$ cat src/rtl/fir_filter_mc.sv
// Multi-channel time-multiplexed FIR: one multiplier, shared coefficients, per-channel delay lines.
// Optional macro FIR_SAT_EN selects output saturation; otherwise the output wraps.
module fir_filter_mc #(
  parameter int DATA_W = 16,
  parameter int COEF_W = 16,
  parameter int NTAPS  = 16,
  parameter int NCH    = 2,
  parameter int OUT_W  = 16,
  parameter int SHIFT  = 15,
  localparam int CH_W  = (NCH > 1) ? $clog2(NCH) : 1,
  localparam int TAP_W = $clog2(NTAPS)
) (
  input  logic                     aclk,
  input  logic                     areset,
  input  logic                     s_axis_data_tvalid,
  output logic                     s_axis_data_tready,
  input  logic signed [DATA_W-1:0] s_axis_data_tdata,
  input  logic [CH_W-1:0]          s_axis_data_tuser,
  output logic                     m_axis_data_tvalid,
  input  logic                     m_axis_data_tready,
  output logic signed [OUT_W-1:0]  m_axis_data_tdata,
  output logic [CH_W-1:0]          m_axis_data_tuser,
  input  logic                     coef_we,
  input  logic [TAP_W-1:0]         coef_addr,
  input  logic signed [COEF_W-1:0] coef_data,
  output logic                     coef_err
);

  localparam int PROD_W = DATA_W + COEF_W;
  localparam int ACC_W  = PROD_W + TAP_W;

  typedef enum logic [1:0] {IDLE, MAC, OUT} state_t;

  state_t state, state_nxt;

  logic signed [COEF_W-1:0] coef [NTAPS];
  logic signed [DATA_W-1:0] dline [NCH][NTAPS];

  logic [TAP_W-1:0]         tap_p0;
  logic [CH_W-1:0]          ch_p0;
  logic signed [PROD_W-1:0] prod_p0;
  logic signed [ACC_W-1:0]  acc_p1;
  logic signed [ACC_W-1:0]  acc_sum;
  logic signed [OUT_W-1:0]  data_p2;
  logic [CH_W-1:0]          ch_p2;
  logic                     vld_p2;
  logic                     err_p1;

  logic accept;
  logic ch_ok;
  logic mac_last;
  logic out_fire;

  // Shift then reduce to OUT_W; saturating or wrapping depending on build.
  function automatic logic signed [OUT_W-1:0] reduce_out(input logic signed [ACC_W-1:0] a);
    logic signed [ACC_W-1:0] sh;
`ifdef FIR_SAT_EN
    localparam int EXT_W = (ACC_W > OUT_W) ? ACC_W : OUT_W;
    localparam logic signed [EXT_W-1:0] SAT_MAX = {{(EXT_W-OUT_W+1){1'b0}}, {(OUT_W-1){1'b1}}};
    localparam logic signed [EXT_W-1:0] SAT_MIN = {{(EXT_W-OUT_W+1){1'b1}}, {(OUT_W-1){1'b0}}};
    logic signed [EXT_W-1:0] ext;
    sh  = a >>> SHIFT;
    ext = EXT_W'(sh);
    if (ext > SAT_MAX) begin
      return SAT_MAX[OUT_W-1:0];
    end else if (ext < SAT_MIN) begin
      return SAT_MIN[OUT_W-1:0];
    end
    return ext[OUT_W-1:0];
`else
    sh = a >>> SHIFT;
    return OUT_W'(sh);
`endif
  endfunction

  assign s_axis_data_tready = (state == IDLE) && !areset;
  assign accept             = s_axis_data_tvalid && s_axis_data_tready;
  assign ch_ok              = int'(s_axis_data_tuser) < NCH;
  assign mac_last           = (state == MAC) && (tap_p0 == TAP_W'(NTAPS - 1));
  assign out_fire           = (state == OUT) && m_axis_data_tready;

  assign m_axis_data_tvalid = vld_p2;
  assign m_axis_data_tdata  = data_p2;
  assign m_axis_data_tuser  = ch_p2;
  assign coef_err           = err_p1;

  always_ff @(posedge aclk) begin
    if (areset) begin
      state <= IDLE;
    end else begin
      state <= state_nxt;
    end
  end

  always_comb begin
    state_nxt = state;
    case (state)
      IDLE:    if (accept && ch_ok) state_nxt = MAC;
      MAC:     if (mac_last)        state_nxt = OUT;
      OUT:     if (m_axis_data_tready) state_nxt = IDLE;
      default: state_nxt = IDLE;
    endcase
  end

  // Coefficients are writable only while idle; a write landing on the accept edge is seen by that MAC.
  always_ff @(posedge aclk) begin
    if (areset) begin
      for (int k = 0; k < NTAPS; k++) coef[k] <= '0;
      err_p1 <= 1'b0;
    end else begin
      if (coef_we && (state == IDLE) && (int'(coef_addr) < NTAPS)) begin
        coef[coef_addr] <= coef_data;
      end
      err_p1 <= coef_we && (state != IDLE);
    end
  end

  always_ff @(posedge aclk) begin
    if (areset) begin
      for (int c = 0; c < NCH; c++) begin
        for (int k = 0; k < NTAPS; k++) dline[c][k] <= '0;
      end
    end else begin
      for (int c = 0; c < NCH; c++) begin
        if (accept && ch_ok && (c == int'(s_axis_data_tuser))) begin
          dline[c][0] <= s_axis_data_tdata;
          for (int k = 1; k < NTAPS; k++) dline[c][k] <= dline[c][k-1];
        end
      end
    end
  end

  // Stage p0: one tap product per MAC cycle.
  assign prod_p0 = PROD_W'(coef[tap_p0]) * PROD_W'(dline[ch_p0][tap_p0]);
  assign acc_sum = acc_p1 + ACC_W'(prod_p0);

  // Stage p1: accumulate; stage p2: reduced result held until the handshake.
  always_ff @(posedge aclk) begin
    if (areset) begin
      tap_p0  <= '0;
      ch_p0   <= '0;
      acc_p1  <= '0;
      data_p2 <= '0;
      ch_p2   <= '0;
      vld_p2  <= 1'b0;
    end else begin
      if (accept && ch_ok) begin
        tap_p0 <= '0;
        ch_p0  <= s_axis_data_tuser;
        acc_p1 <= '0;
      end
      if (state == MAC) begin
        tap_p0 <= tap_p0 + 1'b1;
        acc_p1 <= acc_sum;
        if (mac_last) begin
          data_p2 <= reduce_out(acc_sum);
          ch_p2   <= ch_p0;
          vld_p2  <= 1'b1;
        end
      end
      if (out_fire) begin
        vld_p2 <= 1'b0;
      end
    end
  end

endmodule

$ cat config.mk
export PLATFORM = sky130hd
export DESIGN_NAME = fir_filter_mc
export DESIGN_NICKNAME = d
export VERILOG_FILES = /design/src/rtl/fir_filter_mc.sv
export SDC_FILE = /design/constraint.sdc
export NUM_CORES = 2
export LEC_CHECK = 0
export CAP_MARGIN = 20
export CORE_ASPECT_RATIO = 1.2
export CORE_UTILIZATION = 55
export DETAILED_ROUTE_END_ITERATION = 12
export DONT_BUFFER_PORTS = 1
export PLACE_DENSITY_LB_ADDON = 0.12
export SKIP_CTS_REPAIR_TIMING = 1
export SYNTH_ARGS = -nofsm -noshare
export SYNTH_HDL_FRONTEND = slang
export SYNTH_SLANG_ARGS = --single-unit
$ cat constraint.sdc
create_clock -name aclk -period 68.4 [get_ports aclk]
set_clock_uncertainty 0.2 [all_clocks]
set_input_delay 20.52 -clock aclk [delete_from_list [all_inputs] [get_ports aclk]]
set_output_delay 20.52 -clock aclk [all_outputs]
set_load 0.1 [all_outputs]
==> run summary <==
status = completed
total core area = 0.0851 sq mm
Worst setup EP type = primary output
Fillers = 6,590
root buf cell = clkbuf_16
VDD IR max = 0.0566 mV
number of antenna violations at the first check in global routing = 1
RSZ-0062 raised after global routing = false
PortBufs = 0
fmax = 23.7 MHz
reg-to-reg slack, setup = 58.62 ns
final worst path period share = 61.8%
Hold Path Depth = 2
final hold violations = 0
vias per cell = 6.07
clk slew on worst S/H paths = 0.06 ns
GPL Wtd Cong = 0.899
met3 wire len = 7570 microns
number of global-route vias before repair = 29,652
crit path max-delay cell type = nor3_2
largest fanout on the critical path = 61
Die Ht = 324 microns
CP Data Required Time = 47.68 ns
leak pwr = 21.6 nW
Syn Nets = 4,060
clock insertion delay at the later pin of the skew report = 0.67 ns
TritonRoute pass-1 iters = 7
DRC Markers = 0
CTS H-Tree Depth = 3
WL/cell = 23.5 microns
Hold Crit Class = reg -> reg
Avg Inst Size Synth = 13.0 sq um
YS warnings = 0
Crit path largest cell delay = 0.70 ns
Worst Tran Pin Value = 1.13 ns
M1 wire length = 48,400 microns
DRT Wirelength = 111,000 microns
Num CTS Buffers = 85
Buf/Inv on CP = 1
total number of vias = 28,658
hold path startpoint = acc_p1[28]
FFs w/ async S/R, synth = 0%
Setup TNS = 0 ns
pwr dens = 38.6 mW/mm^2
Max Root-Sink Buffers = 3
number of distinct library cells after synthesis = 64
Layout area overhead = 7.91%
crit path cell chain = nor3_2 -> buf_16
Main synth FF type = edfxtp_1
Critical Setup Path Class = in -> out
fin area = 0.0511 sq mm
most common cell in the netlist = edfxtp_1
metal2 WL = 52,600 microns
I/O pin cnt = 62
pre-CTS WS = 26.16 ns
Setup Viol. Count Final = 0
Yosys top cell by area = edfxtp_1
hold path endpoint = acc_p1[28]
Initial Util = 55.7%
FF-to-FF path depth = 27
top cell type's share of synthesized area = 48.7%
Area after DPL = 0.0483 sq mm
crit start category = primary input
clk sink count = 830
Die Wd = 270 microns
Seq/Total Area, Yosys = 51.3%
largest net degree at the start of global routing = 260
first-pass GRT wire length = 175,000 microns
synth cell count leaders = edfxtp_1, and3_1, inv_1
Post-Syn Area = 0.0474 sq mm
ANT nets after route = 0
flops & latches, synth = 830
slew margin rel. = 24.1%
Layout Nets = 3,950
final setup margin = 26.16 ns
crit path DAT = 21.52 ns
TritonCTS clock tree = done
hpwl dp = 67,400 microns
EDFF count, synth = 768
share of cells above drive strength 1 = 11.0%
Rows = 117
top post-synthesis cells by area = edfxtp_1, fa_1, mux4_2
Largest delay share family, worst path = simple AND/OR/NAND/NOR gates
fin. max-slew vios = 0
Max Used Layer = met4
area of the die = 0.0873 sq mm
clock period minus worst slack = 42.24 ns
total track usage = 25.8%
max-cap viol count = 0
Initial DRC Count = 2,831
reg2reg end = acc_p1[30]
Synth Instances = 3,637
global route total overflow = 0
-- cells by family after synthesis --
group	synth area share [%]
flops	51.3
simple gates	14.6
fa+ha+maj	14.6
xor+xnor	0.705
mux	10.4
buf+inv	5.01
compound gates	3.34
-- cell usage in the layout (no fill, tap or decap), types with 5 or more instances in the layout --
cell type,Yosys,routed
clkinv_1,0,11
a21oi_1,71,71
dfxtp_1,62,56
inv_1,336,336
ha_1,96,96
nand2b_1,16,16
mux2i_1,101,101
o22ai_1,16,16
nand4_1,8,8
a211oi_1,16,16
edfxtp_1,768,768
xnor2_1,25,25
or2_2,9,9
clkbuf_16,0,86
a21o_1,24,24
nand3_1,42,41
mux4_1,5,5
mux2_2,13,13
fa_1,285,285
bufinv_16,0,8
nand3b_1,5,5
mux4_2,160,160
nor3_1,18,17
and3_1,497,497
xor2_1,10,10
and2_1,267,266
buf_4,9,60
o221ai_1,15,15
nand2_1,181,180
clkinv_2,0,15
or3_1,7,7
clkbuf_1,218,20
nor2_1,177,177
o21ai_0,46,31
o21a_1,11,11
nor2b_1,20,18
o21ai_1,13,27
-- where the power goes --
part | switching, mW | internal (mW)
logic | 0.529 | 0.377
clock network | 0.202 | 0.264
registers | 0.0152 | 0.586
-- worst max-delay path by stage --
stage	depth (start not counted)	from	end
after floorplan	3	areset	s_axis_data_tready
after global placement	2	areset	s_axis_data_tready
after detailed placement	2	areset	s_axis_data_tready
after CTS	2	areset	s_axis_data_tready
after global routing	2	areset	s_axis_data_tready
final	2	areset	s_axis_data_tready
-- per-stage QoR --
step / utilization (%) / total power, mW / hold WS (ns) / std cells
2_1_floorplan: - / 1.32 / 0.232 / 3637
3_3_place_gp: 56.7 / 1.49 / 0.253 / 4559
3_5_place_dp: 56.8 / 1.51 / 0.265 / 4562
4_1_cts: 60.0 / 1.98 / 0.277 / 4713
5_1_grt: 60.1 / 2.13 / 0.298 / 4721
6_report: 60.1 / 1.97 / 0.275 / 4723
-- registers in the layout, indices dropped and copies added (netlist names), named ones only --
| signal | cells |
|---|---|
| m_axis_data_tuser | 1 |
| coef_err | 1 |
| m_axis_data_tvalid | 1 |
| dline | 512 |
| ch_p0 | 1 |
| coef | 256 |
| m_axis_data_tdata | 16 |
| state | 2 |
| acc_p1 | 31 |
| tap_p0 | 4 |
-- area by class of cell --
class                   count  area (sq um)  area share [%]
diodes                      2          5.00         0.00979
repair buffers             69           636            1.24
multi-input cells        2205         20700            40.6
clock buffers             106          2230            4.36
clock inverters            45           526            1.03
flip-flops and latches    830         24300            47.6
inverters                 336          1260            2.47
well taps                1130          1410            2.77
-- worst min-delay path, stage by stage, from the launching register on --
cell and delay (ns):
dfxtp_1 0.31, nand3_1 0.06, a21oi_1 0.06
-- metal layers --
| metal | up-vias | track usage [%] |
|---|---|---|
| met5 | - | 0 |
| met4 | 0 | 6.64 |
| met3 | 168 | 3.92 |
| met2 | 1069 | 41.3 |
| met1 | 14740 | 37.3 |
| li1 | 12681 | - |
Power figures use the tool's default switching activity.
